`src/rtl/alu_board_pkg.sv`:
```
// Shared definitions for the ALU result-buffer slice: FSM state encoding and size defaults.
// Latency: n/a (types and constants only).
// Backpressure: n/a.
package alu_board_pkg;

    localparam int WIDTH_DEF = 4;
    localparam int DEPTH_DEF = 8;

    typedef enum logic [1:0] {
        IDLE = 2'd0,
        DUMP = 2'd1,
        DONE = 2'd2
    } state_t;

endpackage

```
`src/rtl/res_ram.sv`:
```
// Result storage: one write port, one registered read port, whole array cleared by reset.
// Latency: read data appears one cycle after re; write visible to reads on the following cycle.
// Backpressure: none; rdata holds its value whenever re is low.
//
// Ports: clk, reset (async active-low), we/waddr/wdata (write port),
//        re/raddr (read request), rdata (registered read data).
module res_ram #(
    parameter int EW    = 4,
    parameter int DEPTH = 8
) (
    input  logic                     clk,
    input  logic                     reset,
    input  logic                     we,
    input  logic [$clog2(DEPTH)-1:0] waddr,
    input  logic [EW-1:0]            wdata,
    input  logic                     re,
    input  logic [$clog2(DEPTH)-1:0] raddr,
    output logic [EW-1:0]            rdata
);

    logic [EW-1:0] mem [DEPTH];

    always_ff @(posedge clk or negedge reset) begin
        if (!reset) begin
            for (int i = 0; i < DEPTH; i++) begin
                mem[i] <= '0;
            end
            rdata <= '0;
        end else begin
            if (we) begin
                mem[waddr] <= wdata;
            end
            if (re) begin
                rdata <= mem[raddr];
            end
        end
    end

endmodule

```
`src/rtl/res_writer.sv`:
```
// ALU result writer: stores {C4,F} by auto pointer or direct address, and dumps all stored entries.
// Latency: entry k is on data/cout (valid=1) k+1 cycles after dump is sampled; done follows the last entry.
// Backpressure: none; stores beyond DEPTH are dropped and flagged on sticky ovf.
//
// Ports: clk, reset (async active-low); F, C4, v[3] (store strobe), A/adr (direct write select/address),
//        dump, clear (IDLE only); data, cout, valid (readback); busy, full, ovf, done (status).
// Build option: define CARRY_STORE_EN to keep C4 per entry and return it on cout; otherwise cout=0.
module res_writer
    import alu_board_pkg::*;
#(
    parameter int WIDTH = WIDTH_DEF,
    parameter int DEPTH = DEPTH_DEF
) (
    input  logic                     clk,
    input  logic                     reset,
    input  logic [WIDTH-1:0]         F,
    input  logic                     C4,
    input  logic [3:0]               v,
    input  logic                     A,
    input  logic [$clog2(DEPTH)-1:0] adr,
    input  logic                     dump,
    input  logic                     clear,
    output logic [WIDTH-1:0]         data,
    output logic                     cout,
    output logic                     valid,
    output logic                     busy,
    output logic                     full,
    output logic                     ovf,
    output logic                     done
);

    localparam int AW = $clog2(DEPTH);
    localparam int CW = AW + 1;
`ifdef CARRY_STORE_EN
    localparam int EW = WIDTH + 1;
`else
    localparam int EW = WIDTH;
`endif

    state_t         state, state_nxt;
    logic [AW-1:0]  wptr, rptr, waddr;
    logic [CW-1:0]  count;
    logic [EW-1:0]  wdata, rdata;
    logic           we, re, do_push, do_ovf, do_clear, start, last;

`ifdef CARRY_STORE_EN
    logic [2:0] unused_strobes;
    assign unused_strobes = v[2:0];
    assign wdata          = {C4, F};
    assign cout           = rdata[WIDTH];
`else
    logic [3:0] unused_inputs;
    assign unused_inputs = {v[2:0], C4};
    assign wdata         = F;
    assign cout          = 1'b0;
`endif

    assign data = rdata[WIDTH-1:0];
    assign full = (count == CW'(DEPTH));
    assign busy = (state == DUMP);
    // Last entry is the one at index count-1; rptr is widened to compare against count.
    assign last = ({1'b0, rptr} == (count - CW'(1)));

    always_ff @(posedge clk or negedge reset) begin
        if (!reset) begin
            state <= IDLE;
        end else begin
            state <= state_nxt;
        end
    end

    always_comb begin
        state_nxt = state;
        we        = 1'b0;
        waddr     = wptr;
        re        = 1'b0;
        do_push   = 1'b0;
        do_ovf    = 1'b0;
        do_clear  = 1'b0;
        start     = 1'b0;
        case (state)
            IDLE: begin
                if (clear) begin
                    do_clear = 1'b1;
                end else if (v[3]) begin
                    // A store always beats a simultaneous dump request.
                    if (A) begin
                        we    = 1'b1;
                        waddr = adr;
                    end else if (!full) begin
                        we      = 1'b1;
                        do_push = 1'b1;
                    end else begin
                        do_ovf = 1'b1;
                    end
                end else if (dump) begin
                    start     = 1'b1;
                    state_nxt = (count == '0) ? DONE : DUMP;
                end
            end
            DUMP: begin
                re = 1'b1;
                if (last) begin
                    state_nxt = DONE;
                end
            end
            DONE: begin
                state_nxt = IDLE;
            end
            default: begin
                state_nxt = IDLE;
            end
        endcase
    end

    always_ff @(posedge clk or negedge reset) begin
        if (!reset) begin
            wptr  <= '0;
            rptr  <= '0;
            count <= '0;
            ovf   <= 1'b0;
            valid <= 1'b0;
            done  <= 1'b0;
        end else begin
            if (do_clear) begin
                wptr  <= '0;
                count <= '0;
                ovf   <= 1'b0;
            end else if (do_push) begin
                wptr  <= wptr + AW'(1);
                count <= count + CW'(1);
            end else if (do_ovf) begin
                ovf <= 1'b1;
            end
            if (start) begin
                rptr <= '0;
            end else if (re) begin
                rptr <= rptr + AW'(1);
            end
            valid <= re;
            // done is a registered copy of DONE so it lands in the cycle after the last valid entry.
            done  <= (state == DONE);
        end
    end

    res_ram #(
        .EW    (EW),
        .DEPTH (DEPTH)
    ) u_ram (
        .clk   (clk),
        .reset (reset),
        .we    (we),
        .waddr (waddr),
        .wdata (wdata),
        .re    (re),
        .raddr (rptr),
        .rdata (rdata)
    );

endmodule

```
`config.mk`:
```
export PLATFORM = sky130hd
export DESIGN_NAME = res_writer
export DESIGN_NICKNAME = d
export VERILOG_FILES = /design/src/rtl/alu_board_pkg.sv /design/src/rtl/res_ram.sv /design/src/rtl/res_writer.sv
export SDC_FILE = /design/constraint.sdc
export NUM_CORES = 1
export LEC_CHECK = 0
export CAP_MARGIN = 20
export CORE_MARGIN = 2
export CORE_UTILIZATION = 55
export CTS_CLUSTER_DIAMETER = 150
export DETAILED_ROUTE_END_ITERATION = 6
export GPL_TIMING_DRIVEN = 0
export HOLD_SLACK_MARGIN = 0.08
export MAX_ROUTING_LAYER = met4
export PLACE_DENSITY = 0.78
export RECOVER_POWER = 25
export SLEW_MARGIN = 20
export SYNTH_ARGS = -nofsm -noshare
export SYNTH_HDL_FRONTEND = slang
export SYNTH_SLANG_ARGS = --single-unit
```
`constraint.sdc`:
```
create_clock -name clk -period 2.8 [get_ports clk]
set_input_delay 0.56 -clock clk [delete_from_list [all_inputs] [get_ports clk]]
set_output_delay 0.56 -clock clk [all_outputs]
set_load 0.02 [all_outputs]
```
==> summary.md <==
| Metric | Value |
|---|---|
| Run status | complete, no violations |
| Die Span Y | 72.1 um |
| Post-CTS sizing | 0 |
| Grt ovf | 0 |
| Worst hold path class | register to register |
| Worst skew pair latency | 0.30 ns |
| Starting DRT DRC Count | 59 |
| Antenna viol nets, final | 0 |
| Crit start category | register |
| Worst Tran Pin Value | 1.25 ns |
| Sink Count | 51 |
| Most frequent cell after synthesis | dfrtp_1 |
| Cts bufs inserted | 5 |
| Synth top cells by count | dfrtp_1, mux2_2, nand2_1 |
| Mapped Area | 2550 um^2 |
| I/O pins | 27 |
| DR WL met2 | 2030 um |
| Gr usage total | 19.6% |
| Number of synthesized flops with an enable pin | 0 |
| Async SR Flop Fraction | 100% |
| Share of layout cells above drive strength 1 | 28.9% |
| Clock skew | 0.00556 ns |
| Fin crit share | 91.8% |
| IO buf count | 21 |
| Slowest cell delay on critical path | 0.61 ns |
| Area leader, netlist | dfrtp_1 |
| Vias in the first global route | 1523 |
| Syn Inst Count | 201 |
| Post-synth cell types | 44 |
| Clock-pin slew on the worst setup and hold paths | 0.09 ns |
| Post-synth top area share | 50.0% |
| WL final | 4390 um |
| Postcts setup bufs | 0 |
| CP Capture Type | output port |
| DR vias | 1575 |
| Core footprint | 4410 um^2 |
| Met3 Wirelength | 124 um |
| Via density | 5.63 |
| Total die area | 5200 um^2 |
| WL met1 | 2150 um |
| Final Hold Fails | 0 |
| Multi-input combinational cell area | 1190 um^2 |
| Hold_ws | 0.482 ns |
| Max-slew violation count | 0 |
| Placed wire-length estimate | 3210 um |
| RSZ-0062 raised after global routing | false |
| Diodes inserted | 0 |
| Setup Crit Path Kind | register to output port |
| Placed cell count | 274 |
| Seq cells post-synth | 51 |
| Fill cells | 362 |
| Leak Pwr | 1.36 nW |
| Syn. warnings | 0 |
| Root Buffer | clkbuf_8 |
| H-tree depth | 2 |
| Synth area leaders | dfrtp_1, mux2_2, mux4_2 |
| Max-cap viol count | 0 |
| Max_slew headroom | 16.4% |
| Register area | 1280 um^2 |
| Main flop type after synthesis | dfrtp_1 |
| GPL Wtd Cong | 0.794 |
| TritonCTS clock tree | done |
| Largest net degree at the start of global routing | 52 |
| Residual DRC | 0 |
| Worst EP required | 2.24 ns |
| First-pass GRT wire length | 7420 um |
| Maximum clock rate | 389 MHz |
| Worst vdd ir | 0.338 mV |
| Tmin final | 2.57 ns |
| Post-layout util | 65.7% |
| Setup TNS | 0 ns |
| Slowest-stage cell, CP | clkdlybuf4s50_1 |
| Sequential-to-total area share from yosys stat | 50.0% |
| Final setup viols | 0 |
| Initial Utilization | 57.8% |
| DRT Pass-1 Iters | 4 |
| Finished Layout Cells | 280 |
| Site row count | 24 |
| Antenna violations before repair | 0 |
| Post-DR wirelength/cell | 15.7 um |
| Clock Path Buffers | 2 |
| Average size of a mapped cell | 12.7 um^2 |
| Crit path DAT | 2.01 ns |
| Area Growth Syn to Fin | 13.7% |
| Final #Nets | 249 |
| Pwr/cell area | 777 nW/um^2 |
| Top Layer Used | met4 |
| Worst path cell trace | inv_1 > ha_1 > and3b_1 > buf_6 > clkdlybuf4s50_1 |
| Worst-path fanout max | 8 |
| Synth Net Count | 222 |
| Die width | 72.1 um |
-- worst max-delay path, delay by kind of cell (launching register included) --
family | cells | cell delay (ns)
and+or+nand+nor | 1 | 0.18
DFF | 1 | 0.49
buffers and inverters | 3 | 0.83
adders and majority gates | 1 | 0.20
-- cell type report --
cell class	count	share of cell area (%)
plain buffers	9	1.94
inverters	6	0.777
well taps	52	2.24
clock buffers	5	2.37
multi-input cells	134	41.1
clock inverters	2	0.475
flip-flops and latches	51	44.0
repair buffers	21	7.08
-- what timing repair did --
item                                   CTS  global route
setup endpoints to repair                0             1
hold buffers                             0             0
endpoints found under the hold margin    0             0
-- report_power, final --
| group | leakage, nW | switching [mW] | internal, mW |
|---|---|---|---|
| clock | 0.0440 | 0.238 | 0.171 |
| combinational | 0.625 | 0.401 | 0.425 |
| sequential | 0.689 | 0.117 | 0.900 |
| total | 1.36 | 0.756 | 1.50 |
-- per-layer routing --
layer	up-vias	global-route usage, %
met2	20	29.2
li1	769	-
met1	780	26.5
met5	-	-
met4	0	8.18
met3	6	3.75
-- stage by stage --
step / cell area, um^2 / total power [mW] / setup WS, ns
global route: 2900 / 2.40 / 0.148
floorplan: 2550 / 1.62 / 0.610
CTS: 2910 / 2.29 / 0.0934
global placement: 2830 / 1.85 / -0.335
finish: 2900 / 2.25 / 0.229
detailed placement: 2820 / 1.87 / 0.0317
-- cells in the final DEF (no fill, tap or decap), types with 4 or more instances in the layout --
| cell type | instances |
|---|---|
| dfrtp_1 | 51 |
| mux2_2 | 32 |
| clkdlybuf4s50_1 | 20 |
| nand2_1 | 17 |
| o21ai_0 | 11 |
| nand3_1 | 8 |
| mux4_2 | 8 |
| mux2i_1 | 7 |
| inv_1 | 6 |
| clkbuf_8 | 5 |
| nor2_1 | 4 |
| xnor2_1 | 4 |
| a21oi_1 | 4 |
| ha_1 | 4 |
-- registers in the layout, indices dropped and copies added (netlist names), 2 cells and up --
register     flops
u_ram.rdata      4
count            4
wptr             3
u_ram.mem       32
rptr             3
state            2
-- worst paths after layout --
check | startpoint | end | slack, ns | cells past startpoint
max | count[0] | full | 0.23 | 5
min | u_ram.rdata[0] | u_ram.rdata[0] | 0.48 | 2
max reg2reg | count[0] | u_ram.mem[14] | 0.54 | 7
min reg2reg | u_ram.rdata[0] | u_ram.rdata[0] | 0.48 | 2
max in group asynchronous | reset | u_ram.mem[23] | 1.53 | 1
min in group asynchronous | reset | count[2] | 0.51 | 1
-- logic make-up after synthesis --
family | after synthesis | synth area share, %
AOI/OAI and AO/OA | 26 | 6.92
muxes | 47 | 23.9
DFF | 51 | 50.0
buffers and inverters | 16 | 3.24
adders and majority gates | 4 | 1.96
xor gates and xnor gates | 4 | 1.37
and+or+nand+nor | 52 | 12.4
other | 1 | 0.147
Note: power is estimated with default switching activity, not from simulation.
